<file path="src/rtl/jtvigil_scroll_regs.sv">
// jtvigil_scroll_regs
// CPU-visible scroll position registers for up to four background layers,
// plus the vertical-blank interrupt generator.
//
// Optional feature, selected at compile time with the macro JTVIGIL_SCRDBUF_EN:
//   defined   - CPU writes land in per-channel shadow registers and are copied
//               to the active registers on the LVBL falling edge (only for
//               channels written since the last copy).
//   undefined - CPU writes update the active registers directly.
//
// Parameters
//   NCH      number of scroll channels (1..4)
//   SW       scroll position width per channel (9..16)
//   BASE     I/O port of channel 0 low byte; block spans BASE..BASE+2*NCH-1
//   INT_HOLD interrupt auto-clear timeout, counted in cpu_cen pulses
//
// Ports
//   clk        system clock
//   rst        asynchronous active-high reset
//   cpu_cen    CPU clock enable (only used to time the interrupt auto-clear)
//   A          I/O port address
//   cpu_dout   CPU write data
//   io_wr      I/O write strobe, acted on at its rising edge only
//   io_rd      I/O read strobe
//   iack       interrupt acknowledge
//   LVBL       vertical blank, active low
//   dip_pause  low = game paused, no interrupts raised
//   scrpos     packed active scroll positions, channel n at [n*SW +: SW]
//   cpu_din    read-back data, 8'hFF when not reading an in-range port
//   int_n      vertical-blank interrupt, active low
module jtvigil_scroll_regs #(
  parameter int          NCH      = 2,
  parameter int          SW       = 11,
  parameter logic [7:0]  BASE     = 8'h80,
  parameter int          INT_HOLD = 64
) (
  input  logic              clk,
  input  logic              rst,
  input  logic              cpu_cen,
  input  logic [7:0]        A,
  input  logic [7:0]        cpu_dout,
  input  logic              io_wr,
  input  logic              io_rd,
  input  logic              iack,
  input  logic              LVBL,
  input  logic              dip_pause,
  output logic [NCH*SW-1:0] scrpos,
  output logic [7:0]        cpu_din,
  output logic              int_n
);

  localparam int         CW    = $clog2(INT_HOLD + 1);
  localparam logic [7:0] NPORT = 8'(2 * NCH);

  // Address decode. The subtraction wraps, so ports below BASE become large
  // indices and fall out of range as well.
  logic [7:0] index;
  logic       in_range;
  logic [1:0] ch;
  logic       hi;

  assign index    = A - BASE;
  assign in_range = index < NPORT;
  assign ch       = index[2:1];
  assign hi       = index[0];

  // Edge history
  logic wr_q, lvbl_q;
  logic wr_edge, lvbl_fall;

  assign wr_edge   = io_wr & ~wr_q;
  assign lvbl_fall = lvbl_q & ~LVBL;

  always_ff @(posedge clk or posedge rst) begin
    if (rst) begin
      wr_q   <= 1'b0;
      lvbl_q <= 1'b0;
    end else begin
      wr_q   <= io_wr;
      lvbl_q <= LVBL;
    end
  end

  // Byte merge of a write into an existing register value
  function automatic logic [SW-1:0] merge(input logic [SW-1:0] old,
                                          input logic          sel_hi,
                                          input logic [7:0]    din);
    logic [SW-1:0] res;
    res = old;
    if (sel_hi) res[SW-1:8] = din[SW-9:0];
    else        res[7:0]    = din;
    return res;
  endfunction

  logic [SW-1:0] act [NCH];
  logic [SW-1:0] rd_reg;

`ifdef JTVIGIL_SCRDBUF_EN
  logic [SW-1:0]  shd [NCH];
  logic [NCH-1:0] dirty;

  // Commit and write may coincide: the commit copies the old shadow value
  // and the write then re-marks the channel dirty for the next frame.
  always_ff @(posedge clk or posedge rst) begin
    if (rst) begin
      for (int c = 0; c < NCH; c++) begin
        act[c] <= '0;
        shd[c] <= '0;
      end
      dirty <= '0;
    end else begin
      for (int c = 0; c < NCH; c++) begin
        if (lvbl_fall && dirty[c]) begin
          act[c]   <= shd[c];
          dirty[c] <= 1'b0;
        end
        if (wr_edge && in_range && ch == 2'(c)) begin
          shd[c]   <= merge(shd[c], hi, cpu_dout);
          dirty[c] <= 1'b1;
        end
      end
    end
  end

  always_comb begin
    rd_reg = '0;
    for (int c = 0; c < NCH; c++)
      if (ch == 2'(c)) rd_reg = shd[c];
  end
`else
  always_ff @(posedge clk or posedge rst) begin
    if (rst) begin
      for (int c = 0; c < NCH; c++) act[c] <= '0;
    end else begin
      for (int c = 0; c < NCH; c++)
        if (wr_edge && in_range && ch == 2'(c))
          act[c] <= merge(act[c], hi, cpu_dout);
    end
  end

  always_comb begin
    rd_reg = '0;
    for (int c = 0; c < NCH; c++)
      if (ch == 2'(c)) rd_reg = act[c];
  end
`endif

  always_comb begin
    for (int c = 0; c < NCH; c++) scrpos[c*SW +: SW] = act[c];
  end

  // Read-back, registered; the high byte is zero-extended
  logic [15:0] rd_ext;
  assign rd_ext = 16'(rd_reg);

  always_ff @(posedge clk or posedge rst) begin
    if (rst)                    cpu_din <= 8'hFF;
    else if (io_rd && in_range) cpu_din <= hi ? rd_ext[15:8] : rd_ext[7:0];
    else                        cpu_din <= 8'hFF;
  end

  // Vertical-blank interrupt. A new assertion has priority over iack and
  // restarts the timeout count.
  logic [CW-1:0] int_cnt;

  always_ff @(posedge clk or posedge rst) begin
    if (rst) begin
      int_n   <= 1'b1;
      int_cnt <= '0;
    end else if (lvbl_fall && dip_pause) begin
      int_n   <= 1'b0;
      int_cnt <= '0;
    end else if (!int_n) begin
      if (iack) begin
        int_n <= 1'b1;
      end else if (cpu_cen) begin
        if (int_cnt == CW'(INT_HOLD - 1)) int_n   <= 1'b1;
        else                              int_cnt <= int_cnt + 1'b1;
      end
    end
  end

endmodule
</file>
<file path="config.mk">
export PLATFORM = sky130hd
export DESIGN_NAME = jtvigil_scroll_regs
export DESIGN_NICKNAME = d
export VERILOG_FILES = /design/src/rtl/jtvigil_scroll_regs.sv
export SDC_FILE = /design/constraint.sdc
export NUM_CORES = 1
export LEC_CHECK = 0
export ABC_AREA = 1
export CAP_MARGIN = 25
export CORE_UTILIZATION = 25
export CTS_CLUSTER_DIAMETER = 80
export CTS_CLUSTER_SIZE = 28
export DETAILED_ROUTE_END_ITERATION = 8
export GPL_ROUTABILITY_DRIVEN = 0
export PLACE_DENSITY_LB_ADDON = 0.25
export SKIP_LAST_GASP = 1
export SLEW_MARGIN = 20
export SYNTH_ARGS = -nofsm -noshare
export SYNTH_HDL_FRONTEND = slang
export SYNTH_SLANG_ARGS = --single-unit
</file>
<file path="constraint.sdc">
create_clock -name clk -period 1.33 [get_ports clk]
set_input_delay 0.133 -clock clk [delete_from_list [all_inputs] [get_ports clk]]
set_output_delay 0.133 -clock clk [all_outputs]
set_load 0.02 [all_outputs]
</file>
==> reports/metrics.csv, run 1 <==
metric,value,unit
CTS tree,yes,
Net Switching,724,µW
WP data required,1.20,ns
Worst Max-Slew Pin Slew,0.306,ns
"leading cell type in the layout, fill and taps excluded",nand2_1,
Synth Area in Adders,0.00601,
HP Class,in2async,
min Tclk post-route,1.28,ns
Synth Area in Compound Gates,0.0342,
core footprint,7890,µm²
main combinational cell family by area after synthesis,simple AND/OR/NAND/NOR gates,
P_int,2.05,mW
number of diodes,0,
Final TNS setup,0,ns
final net count,335,
IO Port Bufs,54,
post-synth top area cell,dfrtp_1,
most frequent cells in the layout,"nand2_1, dfrtp_1, dlygate4sd2_1",
startpoint types,flop,
CTS H-tree depth,2,
RSZ-0062 raised after global routing,true,
CTS Sinks,40,
Final Util,0.386,
syn nets,257,
share of the synthesized area in the top cell type,0.372,
Clock Path Buffers,2,
DRT iter0 DRCs,66,
switching part of the total,0.261,
first-pass GRT wire length,8670,µm
Via Count,1818,
sequential group share of total power,0.475,
Pre-antenna DRT Iters,4,
mux contribution to synthesized area,0,
initial antenna violation count,0,
Netlist Area Pre-Place,2080,µm²
Die Ht,93.3,µm
Pwr Total,2.78,mW
I/O pin cnt,55,
critical path class,reg2out,
vias per inst,4.40,
Core Rows,32,
Max Slew Vio Count,0,
clock power share,0.361,
Area Overhead vs Synth,46.0,%
WL/cell,12.7,µm
die area,8700,µm²
worst path cell trace,clkdlybuf4s15_1,
chip width,93.3,µm
#FFs+latches synth,40,
Synth Area in XOR/XNOR,0.00841,
cts bufs inserted,5,
crit path capture type,primary output,
CP peak stage delay,0.56,ns
Fmax achieved,779,MHz
syn avg cell area,8.98,µm²
simple-gate share of the synthesized area,0.405,
Skew-Pair Late Insertion Delay,0.30,ns
Post-Synthesis Cells,232,
largest net degree at the start of global routing,41,
Yosys cell types,30,
"Seq/Total Area, Yosys",0.486,
Combinational Power Share,0.164,
gr usage total,0.131,
status,"finished, final reports clean",
GR Overflow Total,0,
slowest cell on the critical path,dfstp_2,
crit share post-route,0.966,
# hold bufs at CTS,0,
CP max FO,3,
warnings from Yosys,0,
crit path buf inv count,1,
PD cells,913,nW/µm²
Final Hold Vio Count,0,
Leakage,1.52,nW
slew margin rel.,0.796,
share of cells above drive strength 1,0.225,
clk_skew,0.0103,ns
DP HPWL,3970,µm
Final Routed Wirelength,5230,µm
vias in the first global route,1713,
max_cap viols,0,
# DRC,0,
top post-synthesis cells by area,"dfrtp_1, nand2_1, dfstp_2, nand4_1, nand3_1",
Initial Util,0.264,
WP data arrival,1.15,ns
clock slew at reported path FFs,0.09,ns
antenna-violating nets left,0,
# setup viols final,0,
CTS root buf,clkbuf_8,
Top delay family on crit path,flip-flops,
Peak supply drop,359,µV
==> power by group through the flow <==
stage	clock network (mW)	registers (mW)	logic, mW
2_1_floorplan	0	1.35	0.189
3_3_place_gp	0	1.34	0.432
3_5_place_dp	0	1.34	0.438
4_1_cts	1.03	1.31	0.430
5_1_grt	1.08	1.33	0.498
6_report	1.00	1.32	0.454
==> worst paths after layout <==
check	startpoint	to	slack (ns)	depth (start not counted)
max	int_n	int_n	0.05	1
min	rst	scrpos[3]	0.18	3
max reg2reg	int_cnt[0]	int_cnt[5]	0.07	6
min reg2reg	scrpos[1]	scrpos[1]	0.51	2
max in group asynchronous	rst	cpu_din[1]	0.89	3
min in group clk	io_wr	wr_q	0.31	1
==> through the flow <==
step           instance area [µm²]  cells  hold WS, ns  setup slack [ns]
2_1_floorplan                 2080    232        0.164            0.0933
3_3_place_gp                  2900    400        0.494            -0.217
3_5_place_dp                  2900    400        0.491            -0.264
4_1_cts                       2970    408        0.187           0.00498
5_1_grt                       3040    413        0.219           -0.0247
6_report                      3040    413        0.182            0.0456
==> cell families after synthesis <==
| family | after synthesis |
|---|---|
| AND/OR/NAND/NOR | 158 |
| flip-flops | 40 |
| buffers and inverters | 23 |
| AO/OA/AOI/OAI | 8 |
| XOR/XNOR | 2 |
| adder cells (fa/ha/maj) | 1 |
==> routing by layer <==
metal  part of all wire  vias up  wire length [µm]  track usage
li1                   -      921                 -            -
met1               0.48      859              2530        0.181
met2               0.46       33              2410        0.199
met3              0.044        5               228       0.0333
met4              0.012        0                65       0.0423
met5                  0        -                 0            0
==> flip-flops by register name, indices dropped and copies added (netlist names) <==
signal	count
cpu_din	8
int_cnt	7
int_n	1
lvbl_q	1
scrpos	22
wr_q	1
==> cell usage after synthesis <==
cell type  count
a21oi_1        1
a22o_1         5
a31oi_1        1
buf_2          3
buf_4          2
buf_6          3
clkbuf_4       1
clkinv_2       1
dfrtp_1       31
dfstp_2        9
ha_1           1
inv_1         11
inv_2          2
nand2_1       98
nand2_2        1
nand3_1       12
nand3_2        1
nand3_4        1
nand4_1       23
nand4_2        2
nand4_4        2
nor2_1         6
nor2_2         2
nor2_4         5
nor2_8         3
nor3b_1        1
nor3b_2        1
o21ai_4        1
xnor2_1        1
xor2_1         1
==> final cells by class <==
| cell class | instances | area (µm²) |
|---|---|---|
| Inverter | 14 | 53.8 |
| Multi-Input combinational cell | 169 | 970 |
| Tap cell | 102 | 128 |
| Sequential cell | 40 | 1010 |
| Fill cell | 810 | 4850 |
| Clock buffer | 5 | 68.8 |
| Clock inverter | 3 | 42.5 |
| Timing Repair Buffer | 80 | 767 |
==> what timing repair did <==
| action | CTS | global route |
|---|---|---|
| endpoints found under the setup margin | 33 | 9 |
| cloned | 0 | 0 |
| setup buffers | 0 | 5 |
| pin swaps | 1 | 2 |
| gates resized for setup | 31 | 9 |
No activity file was read; power rests on OpenSTA's default activity.
==> inputs of run 2 (changes only) <==
Settings changed: SKIP_LAST_GASP 1 to not set.
==> results of run 2 <==
No change in the layout: final DEF, timing and power equal those of run 1.
